--- src/rtl/key_fifo.sv ---
// Keystroke FIFO between keyboard_controller and a stalling consumer.
// Show-ahead read port; a backspace key removes the newest unread entry.
module key_fifo #(
    parameter int unsigned DEPTH        = 8,
    parameter logic [7:0]  BACKSPACE    = 8'h08,
    parameter bit          EN_BACKSPACE = 1'b1
) (
    input  logic                       clk,
    input  logic                       nRST,
    input  logic                       keyReady,
    input  logic [7:0]                 savedByte,
    input  logic                       rdReady,
    output logic                       rdValid,
    output logic [7:0]                 rdData,
    output logic [$clog2(DEPTH+1)-1:0] count,
    output logic                       full,
    output logic                       empty,
    output logic                       overflow,
    input  logic                       clearOverflow
);
    localparam int PW = $clog2(DEPTH);
    localparam int CW = $clog2(DEPTH+1);
    localparam logic [CW-1:0] DEPTH_C = CW'(DEPTH);

    logic [7:0]    mem [DEPTH];
    logic [PW-1:0] rd_ptr;
    logic [PW-1:0] wr_ptr;
    logic [CW-1:0] cnt;
    logic          ovf;
    logic          key_prev;

    logic          key_ev;
    logic          is_bs;
    logic          pop;
    logic          push;
    logic          drop;
    logic          bs;
    logic [CW-1:0] post_pop;
    logic [CW-1:0] cnt_next;

    always_comb begin
        empty    = (cnt == '0);
        full     = (cnt == DEPTH_C);
        rdValid  = ~empty;
        rdData   = empty ? 8'h00 : mem[rd_ptr];
        count    = cnt;
        overflow = ovf;

        key_ev   = keyReady & ~key_prev;
        is_bs    = EN_BACKSPACE && (savedByte == BACKSPACE);
        pop      = rdValid & rdReady;
        // The key event sees occupancy after this cycle's pop.
        post_pop = cnt - CW'(pop);
        push     = key_ev & ~is_bs & (post_pop < DEPTH_C);
        drop     = key_ev & ~is_bs & (post_pop == DEPTH_C);
        bs       = key_ev & is_bs & (post_pop != '0);
        cnt_next = post_pop + CW'(push) - CW'(bs);
    end

    always_ff @(posedge clk) begin
        if (push) begin
            mem[wr_ptr] <= savedByte;
        end
    end

    always_ff @(posedge clk or negedge nRST) begin
        if (!nRST) begin
            rd_ptr   <= '0;
            wr_ptr   <= '0;
            cnt      <= '0;
            ovf      <= 1'b0;
            key_prev <= 1'b0;
        end else begin
            key_prev <= keyReady;
            cnt      <= cnt_next;
            if (pop) begin
                rd_ptr <= rd_ptr + PW'(1);
            end
            if (push) begin
                wr_ptr <= wr_ptr + PW'(1);
            end else if (bs) begin
                wr_ptr <= wr_ptr - PW'(1);
            end
            // A drop wins over a simultaneous clear.
            if (drop) begin
                ovf <= 1'b1;
            end else if (clearOverflow) begin
                ovf <= 1'b0;
            end
        end
    end
endmodule

--- config.mk ---
export PLATFORM = sky130hd
export DESIGN_NAME = key_fifo
export DESIGN_NICKNAME = d
export VERILOG_FILES = /design/src/rtl/key_fifo.sv
export SDC_FILE = /design/constraint.sdc
export NUM_CORES = 1
export LEC_CHECK = 0
export BUFFER_PORTS_ARGS = -buffer_cell sky130_fd_sc_hd__buf_4
export CORE_ASPECT_RATIO = 0.75
export CORE_MARGIN = 4
export CORE_UTILIZATION = 59
export CTS_BUF_LIST = sky130_fd_sc_hd__clkbuf_4
export DETAILED_ROUTE_END_ITERATION = 10
export HOLD_SLACK_MARGIN = 0.08
export PLACE_DENSITY = 0.85
export SYNTH_ARGS = -nofsm -noshare
export SYNTH_HDL_FRONTEND = slang
export SYNTH_SLANG_ARGS = --single-unit
--- constraint.sdc ---
create_clock -name clk -period 9.55 [get_ports clk]
set_input_delay 0.4775 -clock clk [delete_from_list [all_inputs] [get_ports clk]]
set_output_delay 0.4775 -clock clk [all_outputs]
set_load 0.02 [all_outputs]
==> run_summary.xml <==
<?xml version="1.0" encoding="UTF-8"?>
<metrics>
  <group name="outcome">
    <metric name="outcome" unit="">complete, no violations</metric>
  </group>
  <group name="placed_design">
    <metric name="routability_congestion_estimate" unit="">0.8721</metric>
    <metric name="place.detailed.instances" unit="">284</metric>
    <metric name="dp_hpwl" unit="mm">3.744</metric>
    <metric name="pre_cts_ws" unit="ns">5.935</metric>
    <metric name="dpl_cell_area" unit="um^2">3558</metric>
    <metric name="numPortBuffers" unit="">28</metric>
  </group>
  <group name="synthesis">
    <metric name="synth.yosys.warnings" unit="">0</metric>
    <metric name="synthDistinctLibCells" unit="">39</metric>
    <metric name="syn-num-nets" unit="">207</metric>
    <metric name="synth_area" unit="um^2">3256</metric>
    <metric name="area_fraction_in_compound_gates_after_synthesis" unit="%">1.384</metric>
    <metric name="synth.ff_latch_count" unit="">76</metric>
    <metric name="combinational_family_with_the_most_area_after_synthesis" unit="">multiplexers</metric>
    <metric name="yosys.area.top_type" unit="">sky130_fd_sc_hd__edfxtp_1</metric>
    <metric name="synth_area_per_cell" unit="um^2">17.79</metric>
    <metric name="yosys.area.top_type_share" unit="%">59.03</metric>
    <metric name="synthAdderAreaFrac" unit="%">4.689</metric>
    <metric name="synth.yosys.seq_area_share" unit="%">68.26</metric>
    <metric name="post_synth_inst_count" unit="">183</metric>
    <metric name="synth_mux_area_share" unit="%">14.34</metric>
    <metric name="synth_simple_gate_area_share" unit="%">6.687</metric>
    <metric name="synthXorXnorAreaFrac" unit="%">2.152</metric>
    <metric name="synth_area_leaders" unit="">sky130_fd_sc_hd__edfxtp_1, sky130_fd_sc_hd__mux4_2, sky130_fd_sc_hd__dfrtp_1</metric>
  </group>
  <group name="layout">
    <metric name="finish.instance_area" unit="um^2">3709</metric>
    <metric name="mostFrequentLayoutCell" unit="">sky130_fd_sc_hd__edfxtp_1</metric>
    <metric name="layout.cells.non_filler" unit="">301</metric>
    <metric name="syn2layout_area_growth" unit="%">13.91</metric>
    <metric name="final.fill_count" unit="">370</metric>
    <metric name="multi_input_comb_area" unit="um^2">957.2</metric>
    <metric name="insertedDiodeCount" unit="">0</metric>
    <metric name="layout.area.seq" unit="um^2">2222</metric>
    <metric name="final_net_count" unit="">245</metric>
    <metric name="most-common-layout-cells" unit="">sky130_fd_sc_hd__edfxtp_1, sky130_fd_sc_hd__buf_4, sky130_fd_sc_hd__mux4_2, sky130_fd_sc_hd__dfrtp_1</metric>
    <metric name="drive_above_1_share" unit="%">31.86</metric>
  </group>
  <group name="grt">
    <metric name="grt_pass1_vias" unit="">1655</metric>
    <metric name="antenna_found_initial" unit="">0</metric>
    <metric name="track_usage" unit="%">19.19</metric>
    <metric name="grt_first_pass_wirelength" unit="mm">9.135</metric>
    <metric name="pin_count_of_the_biggest_net_entering_global_routing" unit="">19</metric>
    <metric name="grt-ovfl-total" unit="">0</metric>
  </group>
  <group name="floorplanning">
    <metric name="rows" unit="">23</metric>
    <metric name="design.portCount" unit="">29</metric>
    <metric name="fp.dieW" unit="um">93.78</metric>
    <metric name="die_y" unit="um">72.33</metric>
    <metric name="fp.dieArea" unit="um^2">6783</metric>
    <metric name="core_area" unit="um^2">5353</metric>
    <metric name="starting_utilization_of_the_core_area" unit="%">60.82</metric>
  </group>
  <group name="routing">
    <metric name="wl_met3" unit="um">418</metric>
    <metric name="met1_length" unit="mm">2.536</metric>
    <metric name="finalWirelength" unit="mm">5.856</metric>
    <metric name="dr_wl_met2" unit="mm">2.845</metric>
    <metric name="postRouteAntennaNets" unit="">0</metric>
    <metric name="top_layer_used" unit="">met4</metric>
    <metric name="first_pass_iters" unit="">4</metric>
    <metric name="vias" unit="">1708</metric>
    <metric name="initialDrtViolationCount" unit="">164</metric>
    <metric name="post_drt_wl_per_cell" unit="um">19.46</metric>
    <metric name="route.detailed.drc" unit="">0</metric>
    <metric name="route.detailed.vias_per_inst" unit="">5.674</metric>
  </group>
  <group name="setup_path">
    <metric name="crit-reg2reg-launch" unit="">count[2]</metric>
    <metric name="worst-path-max-fanout" unit="">6</metric>
    <metric name="worst-setup-path-type" unit="">register to register</metric>
    <metric name="critical_path_arrival" unit="ns">3.95</metric>
    <metric name="setup.worst_path.start" unit="">count[2]</metric>
    <metric name="critical_path.startpoint_type" unit="">register</metric>
    <metric name="crit_path_end_kind" unit="">register</metric>
    <metric name="cp_data_required_time" unit="ns">9.86</metric>
    <metric name="r2r_cells" unit="">15</metric>
  </group>
  <group name="pwr">
    <metric name="power-per-cell-area" unit="nW/um^2">292.4</metric>
    <metric name="sw_frac_of_total" unit="%">35.39</metric>
    <metric name="static-leakage-power" unit="nW">1.358</metric>
    <metric name="pwr-share-seq" unit="%">44.0</metric>
    <metric name="power_frac_clock" unit="%">17.3</metric>
    <metric name="comb_power_share" unit="%">38.7</metric>
    <metric name="vdd.ir_drop.worst" unit="mV">0.1109</metric>
    <metric name="intPower" unit="mW">0.7006</metric>
    <metric name="power.switching" unit="mW">0.3838</metric>
  </group>
  <group name="clock_network">
    <metric name="cts_buffer_depth" unit="">2</metric>
    <metric name="cts.root.buffer_cell" unit="">sky130_fd_sc_hd__clkbuf_4</metric>
    <metric name="tritoncts" unit="">built</metric>
    <metric name="clock_tree.htree_level_count" unit="">3</metric>
    <metric name="insertion_delay" unit="ns">0.42</metric>
    <metric name="post-cts-setup-buffer-count" unit="">0</metric>
    <metric name="cts-buffers-inserted" unit="">9</metric>
    <metric name="worst_setup_hold_path_clk_slew" unit="ns">0.11</metric>
    <metric name="clock-sinks" unit="">76</metric>
  </group>
  <group name="timing">
    <metric name="maxClockFrequency" unit="MHz">274.6</metric>
    <metric name="rsz0062_at_grt" unit="">no</metric>
    <metric name="post-route-worst-setup-slack" unit="ns">5.908</metric>
    <metric name="final_slew_viol_count" unit="">0</metric>
    <metric name="worst_rel_slew_slack" unit="%">26.71</metric>
    <metric name="layout_worst_path_cycle_share" unit="%">38.14</metric>
    <metric name="setup_viol" unit="">0</metric>
    <metric name="timing.final.crit_period" unit="ns">3.642</metric>
    <metric name="max_slew.worst_pin.slew" unit="ns">1.099</metric>
    <metric name="final-hold-violation-count" unit="">0</metric>
    <metric name="fin_setup_tns" unit="ns">0</metric>
    <metric name="fin_skew" unit="ns">0.01195</metric>
  </group>
  <group name="min_path">
    <metric name="number_of_cells_on_the_worst_hold_path" unit="">1</metric>
    <metric name="hold_class" unit="">primary input to register</metric>
    <metric name="timing.hold.worst.start" unit="">keyReady</metric>
  </group>
  <group name="run">
    <metric name="timing.max_cap.violations" unit="">0</metric>
  </group>
</metrics>
-- worst paths after layout --
path / end / slack (ns)
max in group asynchronous: count[1] / 8.95
min: key_prev / 0.19
min reg2reg: overflow / 0.54
min in group asynchronous: wr_ptr[2] / 0.44
max reg2reg: count[2] / 5.91
max: count[2] / 5.91
-- cells by family (layout without fill, tap and decap cells) --
group | Yosys count | count (layout)
adder cells (fa/ha/maj) | 11 | 11
AO/OA/AOI/OAI | 6 | 6
multiplexers | 26 | 26
XOR/XNOR | 8 | 8
AND/OR/NAND/NOR | 38 | 38
buffers and inverters | 18 | 61
flip-flops | 76 | 76
-- Yosys cell counts --
cell type,n
sky130_fd_sc_hd__a21o_1,1
sky130_fd_sc_hd__a21oi_1,2
sky130_fd_sc_hd__a2bb2oi_1,1
sky130_fd_sc_hd__and2_1,1
sky130_fd_sc_hd__and2_4,1
sky130_fd_sc_hd__and3_1,1
sky130_fd_sc_hd__buf_1,2
sky130_fd_sc_hd__buf_2,1
sky130_fd_sc_hd__buf_4,1
sky130_fd_sc_hd__buf_6,1
sky130_fd_sc_hd__clkbuf_2,1
sky130_fd_sc_hd__clkinv_1,1
sky130_fd_sc_hd__dfrtp_1,12
sky130_fd_sc_hd__edfxtp_1,64
sky130_fd_sc_hd__fa_1,2
sky130_fd_sc_hd__ha_1,9
sky130_fd_sc_hd__inv_1,11
sky130_fd_sc_hd__mux2_2,1
sky130_fd_sc_hd__mux2_4,1
sky130_fd_sc_hd__mux2i_1,8
sky130_fd_sc_hd__mux4_2,16
sky130_fd_sc_hd__nand2_1,4
sky130_fd_sc_hd__nand2b_1,2
sky130_fd_sc_hd__nand3_1,4
sky130_fd_sc_hd__nand3b_1,1
sky130_fd_sc_hd__nand4_1,2
sky130_fd_sc_hd__nor2_1,11
sky130_fd_sc_hd__nor2b_1,1
sky130_fd_sc_hd__nor3_1,4
sky130_fd_sc_hd__nor3b_1,1
sky130_fd_sc_hd__nor4_1,1
sky130_fd_sc_hd__nor4_2,1
sky130_fd_sc_hd__nor4b_1,1
sky130_fd_sc_hd__nor4b_2,1
sky130_fd_sc_hd__o211ai_2,1
sky130_fd_sc_hd__o22ai_1,1
sky130_fd_sc_hd__or4_4,1
sky130_fd_sc_hd__xnor2_1,7
sky130_fd_sc_hd__xor2_1,1
-- stage by stage --
step           utilization (%)  hold WS (ns)  total power, mW
4_1_cts                  69.28        0.1556            1.093
5_1_grt                  69.28        0.1366            1.151
2_1_floorplan                -        0.1819           0.7658
3_3_place_gp             66.48        0.3250           0.8903
3_5_place_dp             66.48        0.3271           0.9031
6_report                 69.28        0.1855            1.084
-- critical path: stages, from the launching register on --
cell                      delay, ns
sky130_fd_sc_hd__dfrtp_1       0.45
sky130_fd_sc_hd__or4_4         0.54
sky130_fd_sc_hd__and2_4        0.20
sky130_fd_sc_hd__ha_1          0.19
sky130_fd_sc_hd__nor3b_1       0.15
sky130_fd_sc_hd__xnor2_1       0.44
sky130_fd_sc_hd__ha_1          0.26
sky130_fd_sc_hd__nand3_1       0.08
sky130_fd_sc_hd__nand4_1       0.13
sky130_fd_sc_hd__inv_1         0.06
sky130_fd_sc_hd__ha_1          0.27
sky130_fd_sc_hd__inv_1         0.06
sky130_fd_sc_hd__ha_1          0.16
sky130_fd_sc_hd__inv_1         0.06
sky130_fd_sc_hd__fa_1          0.38
sky130_fd_sc_hd__xnor2_1       0.13
-- final cells by class --
cell class / instances / area share, %
sequential: 76 / 59.92
multi-input combinational: 89 / 25.81
timing repair buffer: 33 / 6.748
tap: 75 / 2.530
clock buffer: 10 / 2.024
clock inverter: 6 / 1.754
inverter: 12 / 1.215
-- power groups by stage --
stage / Combinational (mW) / Sequential [mW] / Clock, mW
after floorplan: 0.322 / 0.443 / 0
after global placement: 0.406 / 0.485 / 0
after detailed placement: 0.418 / 0.486 / 0
after CTS: 0.421 / 0.479 / 0.194
after global routing: 0.452 / 0.488 / 0.211
final: 0.420 / 0.477 / 0.188
-- layer usage --
| metal | track usage (%) | vias to the layer above |
|---|---|---|
| li1 | - | 788 |
| met1 | 27.13 | 852 |
| met2 | 28.56 | 61 |
| met3 | 7.876 | 7 |
| met4 | 4.167 | 0 |
| met5 | 0 | - |
-- repair_timing --
action                                 4_1_cts  5_1_grt
hold buffers                                 1        0
resized for setup                            0        0
endpoints found under the hold margin       12        0
-- flip-flops by register name (all words and copies together), names as in the netlist --
signal    count
rd_ptr        3
key_prev      1
count         4
mem          64
overflow      1
wr_ptr        3
Power figures use the tool's default switching activity.
